### config.mk
export PLATFORM = sky130hd
export DESIGN_NAME = mem_block_copy
export DESIGN_NICKNAME = d
export VERILOG_FILES = /design/src/rtl/mem_block_copy.sv
export SDC_FILE = /design/constraint.sdc
export NUM_CORES = 1
export LEC_CHECK = 0
export CORE_ASPECT_RATIO = 1.5
export CORE_MARGIN = 2
export CORE_UTILIZATION = 51
export CTS_CLUSTER_SIZE = 10
export DETAILED_ROUTE_END_ITERATION = 10
export PLACE_DENSITY = 0.89
export SETUP_SLACK_MARGIN = 0.5
export SYNTH_ARGS = -nofsm -noshare
export SYNTH_HDL_FRONTEND = slang
export SYNTH_SLANG_ARGS = --single-unit
### constraint.sdc
create_clock -name clk -period 2.61 [get_ports clk]
set_input_delay 0.522 -clock clk [delete_from_list [all_inputs] [get_ports clk]]
set_output_delay 0.522 -clock clk [all_outputs]
set_load 0.05 [all_outputs]
### src/rtl/mem_block_copy.sv
// mem_block_copy: DMA-style word copy engine, sole driver of the data memory port while busy.
// Latency: 1 + length*(2+READ_LATENCY) cycles from the accepted start edge to the done pulse.
// Backpressure: none; start is sampled only in IDLE, and start while busy is dropped (never queued).
// Optional abort input/aborted output is enabled by defining MEM_BLOCK_COPY_ABORT_EN.
module mem_block_copy #(
  parameter int ADDR_W       = 16,
  parameter int DATA_W       = 16,
  parameter int READ_LATENCY = 1   // legal range 1..4
) (
  input  logic                     clk,
  input  logic                     rst,
  input  logic                     start,
  input  logic [ADDR_W-1:0]        src_addr,
  input  logic [ADDR_W-1:0]        dst_addr,
  input  logic [ADDR_W-1:0]        length,
`ifdef MEM_BLOCK_COPY_ABORT_EN
  input  logic                     abort,
  output logic                     aborted,
`endif
  output logic                     busy,
  output logic                     done,
  output logic [ADDR_W-1:0]        words_copied,
  output logic                     mem_write_enable,
  output logic                     mem_read_enable,
  output logic [ADDR_W-1:0]        mem_address,
  output logic signed [DATA_W-1:0] mem_write_data,
  input  logic signed [DATA_W-1:0] mem_read_data
);

  // Wide enough to count up to the largest legal read latency.
  localparam int                WAIT_W    = 3;
  localparam logic [WAIT_W-1:0] WAIT_LAST = WAIT_W'(READ_LATENCY - 1);

  typedef enum logic [2:0] {
    S_IDLE  = 3'd0,
    S_RD    = 3'd1,
    S_RWAIT = 3'd2,
    S_WR    = 3'd3,
    S_DONE  = 3'd4
  } state_t;

  state_t                   state;
  state_t                   nxt_state;
  logic [ADDR_W-1:0]        src_ptr;
  logic [ADDR_W-1:0]        dst_ptr;
  logic [ADDR_W-1:0]        remaining;
  logic [WAIT_W-1:0]        wait_cnt;
  logic signed [DATA_W-1:0] data_reg;

  logic [ADDR_W-1:0]        nxt_src;
  logic [ADDR_W-1:0]        nxt_dst;
  logic [ADDR_W-1:0]        nxt_rem;
  logic [ADDR_W-1:0]        nxt_wc;
  logic [WAIT_W-1:0]        nxt_wait;
  logic signed [DATA_W-1:0] nxt_data;
  logic                     nxt_rd_en;
  logic                     nxt_wr_en;
  logic                     nxt_busy;
  logic                     nxt_done;
  logic [ADDR_W-1:0]        nxt_addr;
  logic signed [DATA_W-1:0] nxt_wdata;
  logic                     start_ok;
`ifdef MEM_BLOCK_COPY_ABORT_EN
  logic                     abort_hit;
`endif

  // Next-state, pointer and counter update for the read-then-write sequence.
  always_comb begin
    nxt_state = state;
    nxt_src   = src_ptr;
    nxt_dst   = dst_ptr;
    nxt_rem   = remaining;
    nxt_wc    = words_copied;
    nxt_wait  = wait_cnt;
    nxt_data  = data_reg;
    start_ok  = 1'b0;
`ifdef MEM_BLOCK_COPY_ABORT_EN
    abort_hit = 1'b0;
`endif

    case (state)
      S_IDLE: begin
        if (start) begin
          start_ok  = 1'b1;
          nxt_src   = src_addr;
          nxt_dst   = dst_addr;
          nxt_rem   = length;
          nxt_wc    = '0;
          nxt_state = (length == '0) ? S_DONE : S_RD;
        end
      end
      S_RD: begin
        nxt_wait  = '0;
        nxt_state = S_RWAIT;
      end
      S_RWAIT: begin
        // Read data is only guaranteed on the final wait cycle.
        if (wait_cnt == WAIT_LAST) begin
          nxt_data  = mem_read_data;
          nxt_state = S_WR;
        end else begin
          nxt_wait = wait_cnt + WAIT_W'(1);
        end
      end
      S_WR: begin
        // Pointers wrap naturally at 2^ADDR_W.
        nxt_src   = src_ptr + ADDR_W'(1);
        nxt_dst   = dst_ptr + ADDR_W'(1);
        nxt_rem   = remaining - ADDR_W'(1);
        nxt_wc    = words_copied + ADDR_W'(1);
        nxt_state = (remaining == ADDR_W'(1)) ? S_DONE : S_RD;
      end
      S_DONE: begin
        nxt_state = S_IDLE;
      end
      default: begin
        nxt_state = S_IDLE;
      end
    endcase

`ifdef MEM_BLOCK_COPY_ABORT_EN
    // The access of the current cycle still lands (and a write still counts);
    // only the sequencing that follows is cut short.
    if (abort && (state == S_RD || state == S_RWAIT || state == S_WR)) begin
      abort_hit = 1'b1;
      nxt_state = S_DONE;
    end
`endif
  end

  // Output values decoded from the next state so every port is driven straight from a flop.
  always_comb begin
    nxt_rd_en = (nxt_state == S_RD);
    nxt_wr_en = (nxt_state == S_WR);
    nxt_busy  = (nxt_state == S_RD) || (nxt_state == S_RWAIT) || (nxt_state == S_WR);
    nxt_done  = (nxt_state == S_DONE);
    nxt_addr  = mem_address;
    nxt_wdata = mem_write_data;
    if (nxt_rd_en) begin
      nxt_addr = nxt_src;
    end else if (nxt_wr_en) begin
      nxt_addr  = nxt_dst;
      nxt_wdata = nxt_data;
    end
  end

  // State, datapath and registered outputs.
  always_ff @(posedge clk) begin
    if (rst) begin
      state            <= S_IDLE;
      src_ptr          <= '0;
      dst_ptr          <= '0;
      remaining        <= '0;
      wait_cnt         <= '0;
      data_reg         <= '0;
      words_copied     <= '0;
      busy             <= 1'b0;
      done             <= 1'b0;
      mem_read_enable  <= 1'b0;
      mem_write_enable <= 1'b0;
      mem_address      <= '0;
      mem_write_data   <= '0;
    end else begin
      state            <= nxt_state;
      src_ptr          <= nxt_src;
      dst_ptr          <= nxt_dst;
      remaining        <= nxt_rem;
      wait_cnt         <= nxt_wait;
      data_reg         <= nxt_data;
      words_copied     <= nxt_wc;
      busy             <= nxt_busy;
      done             <= nxt_done;
      mem_read_enable  <= nxt_rd_en;
      mem_write_enable <= nxt_wr_en;
      mem_address      <= nxt_addr;
      mem_write_data   <= nxt_wdata;
    end
  end

`ifdef MEM_BLOCK_COPY_ABORT_EN
  // Sticky abort flag: raised alongside the early done, cleared by the next accepted start.
  always_ff @(posedge clk) begin
    if (rst) begin
      aborted <= 1'b0;
    end else if (start_ok) begin
      aborted <= 1'b0;
    end else if (abort_hit) begin
      aborted <= 1'b1;
    end
  end
`endif

endmodule

==> results.tsv <==
stage	metric	value	unit
route	Pre-Repair DR Iteration Count	5	
timing	# setup viols final	0	
cells_and_area	Layout area overhead	37.8	%
timing	post-route setup slack	0.524	ns
cts	number of buffers created by CTS	9	
cts	CTS max path bufs	2	
route	Routed WL	17400	microns
grt	initial antenna violation count	0	
setup_path	Crit. End Element	output port	
timing	Hold Fails Final Rpt	0	
power_and_ir_drop	Max IR drop VDD	436	uV
synth	yosys warns	0	
power_and_ir_drop	power density over the cells	682	nW/um^2
setup_path	crit start category	flip-flop	
floorplanning	die area	11400	sq um
power_and_ir_drop	P_int	3.17	mW
floorplanning	Rows	45	
power_and_ir_drop	P_sw	1.87	mW
power_and_ir_drop	part of the power in registers	39.9	%
floorplanning	die width	87.7	microns
synth	Syn Area/Cell	8.04	sq um
floorplanning	Ports	119	
status	status	finished clean	
setup_path	Top delay family on crit path	buffers and inverters	
synth	post-synthesis instance area	5360	sq um
cells_and_area	Final Instance Count excl. Fillers	943	
route	via count	6045	
synth	ys flop type	dfxtp_1	
cts	TritonCTS clock tree	built	
grt	overall routing resource usage	31.1	%
route	Final ANT Viol Nets	0	
setup_path	WP data required	2.09	ns
route	DRT iter0 DRCs	557	
synth	syn nets	741	
setup_path	critical path fanouts, max	2	
place	dpl cell area	6860	sq um
synth	sequential area share after synthesis	39.6	%
cells_and_area	Total Nets Final	871	
timing	minimum hold slack	0.459	ns
grt	Remaining Overflow, GRT	0	
setup_path	CP Cell Sequence	clkdlybuf4s50_1	
grt	first-pass GRT wire length	28100	microns
route	wire per inst	18.4	microns
synth	FFs w/ async S/R, synth	0	%
timing	fin crit share	79.9	%
cells_and_area	fraction of layout cells with a size suffix above 1	13.3	%
grt	vias in the first global route	5926	
timing	Setup TNS Final	0	ns
synth	Syn Inst Count	667	
min_path	min-delay worst type	reg -> reg	
route	via/cell ratio	6.41	
cells_and_area	Antenna Cells	0	
floorplanning	Die Y	130	microns
synth	Post-synth EDFFs	0	
cts	clk sink count	106	
route	# DRC	0	
timing	fmax	0.479	GHz
place	post-DP HPWL	12300	microns
cts	Reg clk slew, reported paths	0.07	ns
grt	pin count of the biggest net entering global routing	44	
cts	CTS hold repair buffers	0	
setup_path	Critical-path top delay cell	clkdlybuf4s50_1	
setup_path	Crit path arrival time	1.56	ns
setup_path	Worst Path Class, Setup	reg -> out	
timing	Worst-Margin Slew	0.560	ns
synth	number of library cell types mapped by synthesis	65	
timing	fin. max-slew vios	0	
power_and_ir_drop	Clock power frac	26.5	%
place	Placer Congestion	0.929	
synth	flops & latches, synth	106	
cts	CTS H-tree depth	3	
place	dpl cells	919	
place	Place WS	-0.0787	ns
timing	fin crit period	2.09	ns
place	IO Port Bufs	118	
setup_path	CP Buf/Inv Count	1	
run	MaxCap Viol Count	0	
power_and_ir_drop	P_leak	2.85	nW
cts	clock root buffer	clkbuf_16	
cells_and_area	Final Cell Area	7390	sq um
timing	Slew HR	62.7	%
timing	RSZ-0062 raised after global routing	yes	
power_and_ir_drop	Comb power frac	33.6	%
timing	Final Skew	0.00994	ns
setup_path	crit-path max cell delay	0.83	ns
floorplanning	core area	10200	sq um
power_and_ir_drop	Sw Ratio	37.1	%
floorplanning	Starting Density	52.6	%
cts	Skew-Pair Late Insertion Delay	0.36	ns
sequential cells by signal, indices dropped and copies added (netlist names):
register	flops
busy	1
done	1
dst_ptr	16
mem_address	16
mem_read_enable	1
mem_write_data	16
mem_write_enable	1
remaining	16
src_ptr	16
state	3
wait_cnt	3
words_copied	16
cell usage in the layout, fill, tap and decap left out, types with 14 or more instances in the layout:
cell | Yosys | layout
dfxtp_1 | 106 | 98
clkdlybuf4s50_1 | 0 | 88
nand2_1 | 85 | 83
nor2_1 | 65 | 64
a21oi_1 | 59 | 58
buf_4 | 1 | 43
o21ai_0 | 22 | 22
nand3_1 | 21 | 21
nand4_1 | 18 | 18
nor3_1 | 20 | 18
dlymetal6s2s_1 | 0 | 15
inv_1 | 15 | 14
dlygate4sd2_1 | 0 | 14
final timing paths:
| path | from | to | slack, ns | cells past startpoint |
|---|---|---|---|---|
| max reg2reg | state[2]$_SDFF_PP0_ | mem_address[10]$_SDFFE_PP0P_ | 0.56 | 5 |
| max | mem_address[10]$_SDFFE_PP0P_ | mem_address[10] | 0.52 | 1 |
| min | mem_write_data[0]$_SDFFE_PP0P_ | mem_write_data[0]$_SDFFE_PP0P_ | 0.46 | 2 |
| min reg2reg | mem_write_data[0]$_SDFFE_PP0P_ | mem_write_data[0]$_SDFFE_PP0P_ | 0.46 | 2 |
cells in the mapped netlist, drive strengths merged (11+ instances only):
master  instances  area share [%]
clkbuf         33             2.3
nand2          85             6.0
nand4          18             2.1
or3            11             1.3
nor2           65             4.6
nor3           20             1.9
o21ai          22             2.1
nand2b         14             1.6
a31oi          11             1.3
inv            15             1.1
a21oi          59             5.5
o211ai         11             1.5
dfxtp         106              40
nand3          21             2.0
nor4           17             2.1
buf            13             1.2
kinds of logic (layout without fill, tap and decap cells):
family                     count (synthesis)  in the layout  share of synthesized area, %
and+or+nand+nor                          297            297                          28.3
AOI/OAI and AO/OA                        181            181                          23.2
DFF                                      106            106                          39.6
buffers and inverters                     61            196                          4.55
muxes                                      9              9                          1.80
adders and majority gates                  7              7                          1.63
xor gates and xnor gates                   6              6                         0.980
per-stage QoR:
| stage | power (mW) | utilization (%) |
|---|---|---|
| global route | 5.23 | 72.5 |
| detailed placement | 3.60 | 67.3 |
| finish | 5.04 | 72.5 |
| global placement | 3.55 | 67.3 |
| CTS | 4.96 | 71.1 |
| floorplan | 2.96 | - |
power by group through the flow:
stage | clock, mW | combinational [mW] | sequential [mW]
final | 1.33 | 1.69 | 2.01
after global routing | 1.40 | 1.81 | 2.03
after CTS | 1.34 | 1.64 | 1.99
after detailed placement | 0 | 1.58 | 2.02
after global placement | 0 | 1.54 | 2.01
after floorplan | 0 | 0.731 | 2.23
what timing repair did:
item,4_1_cts,5_1_grt
pin swaps,9,10
setup endpoints to repair,26,26
resized for setup,40,31
buffers inserted,3,5
final cells by class:
| cell class | instances | area [sq um] |
|---|---|---|
| clock buffers | 10 | 239 |
| clock inverters | 6 | 50.0 |
| fillers | 753 | 2800 |
| inverters | 15 | 58.8 |
| multi-input cells | 500 | 3120 |
| flip-flops and latches | 106 | 2140 |
| well taps | 141 | 176 |
| repair buffers | 165 | 1610 |
metal layers:
metal	wire length, microns	part of all wire, %	track usage [%]
met1	6250	36	34.2
met2	8760	50	54.1
met3	1560	9.0	6.94
met4	828	4.8	17.4
met5	0	0	0
tightest hold or removal path, cell delays in order (launching register included):
cell and delay [ns]:
dfxtp_1 0.31, nand2_1 0.05, a21oi_1 0.05
(Power assumes the default switching activity.)
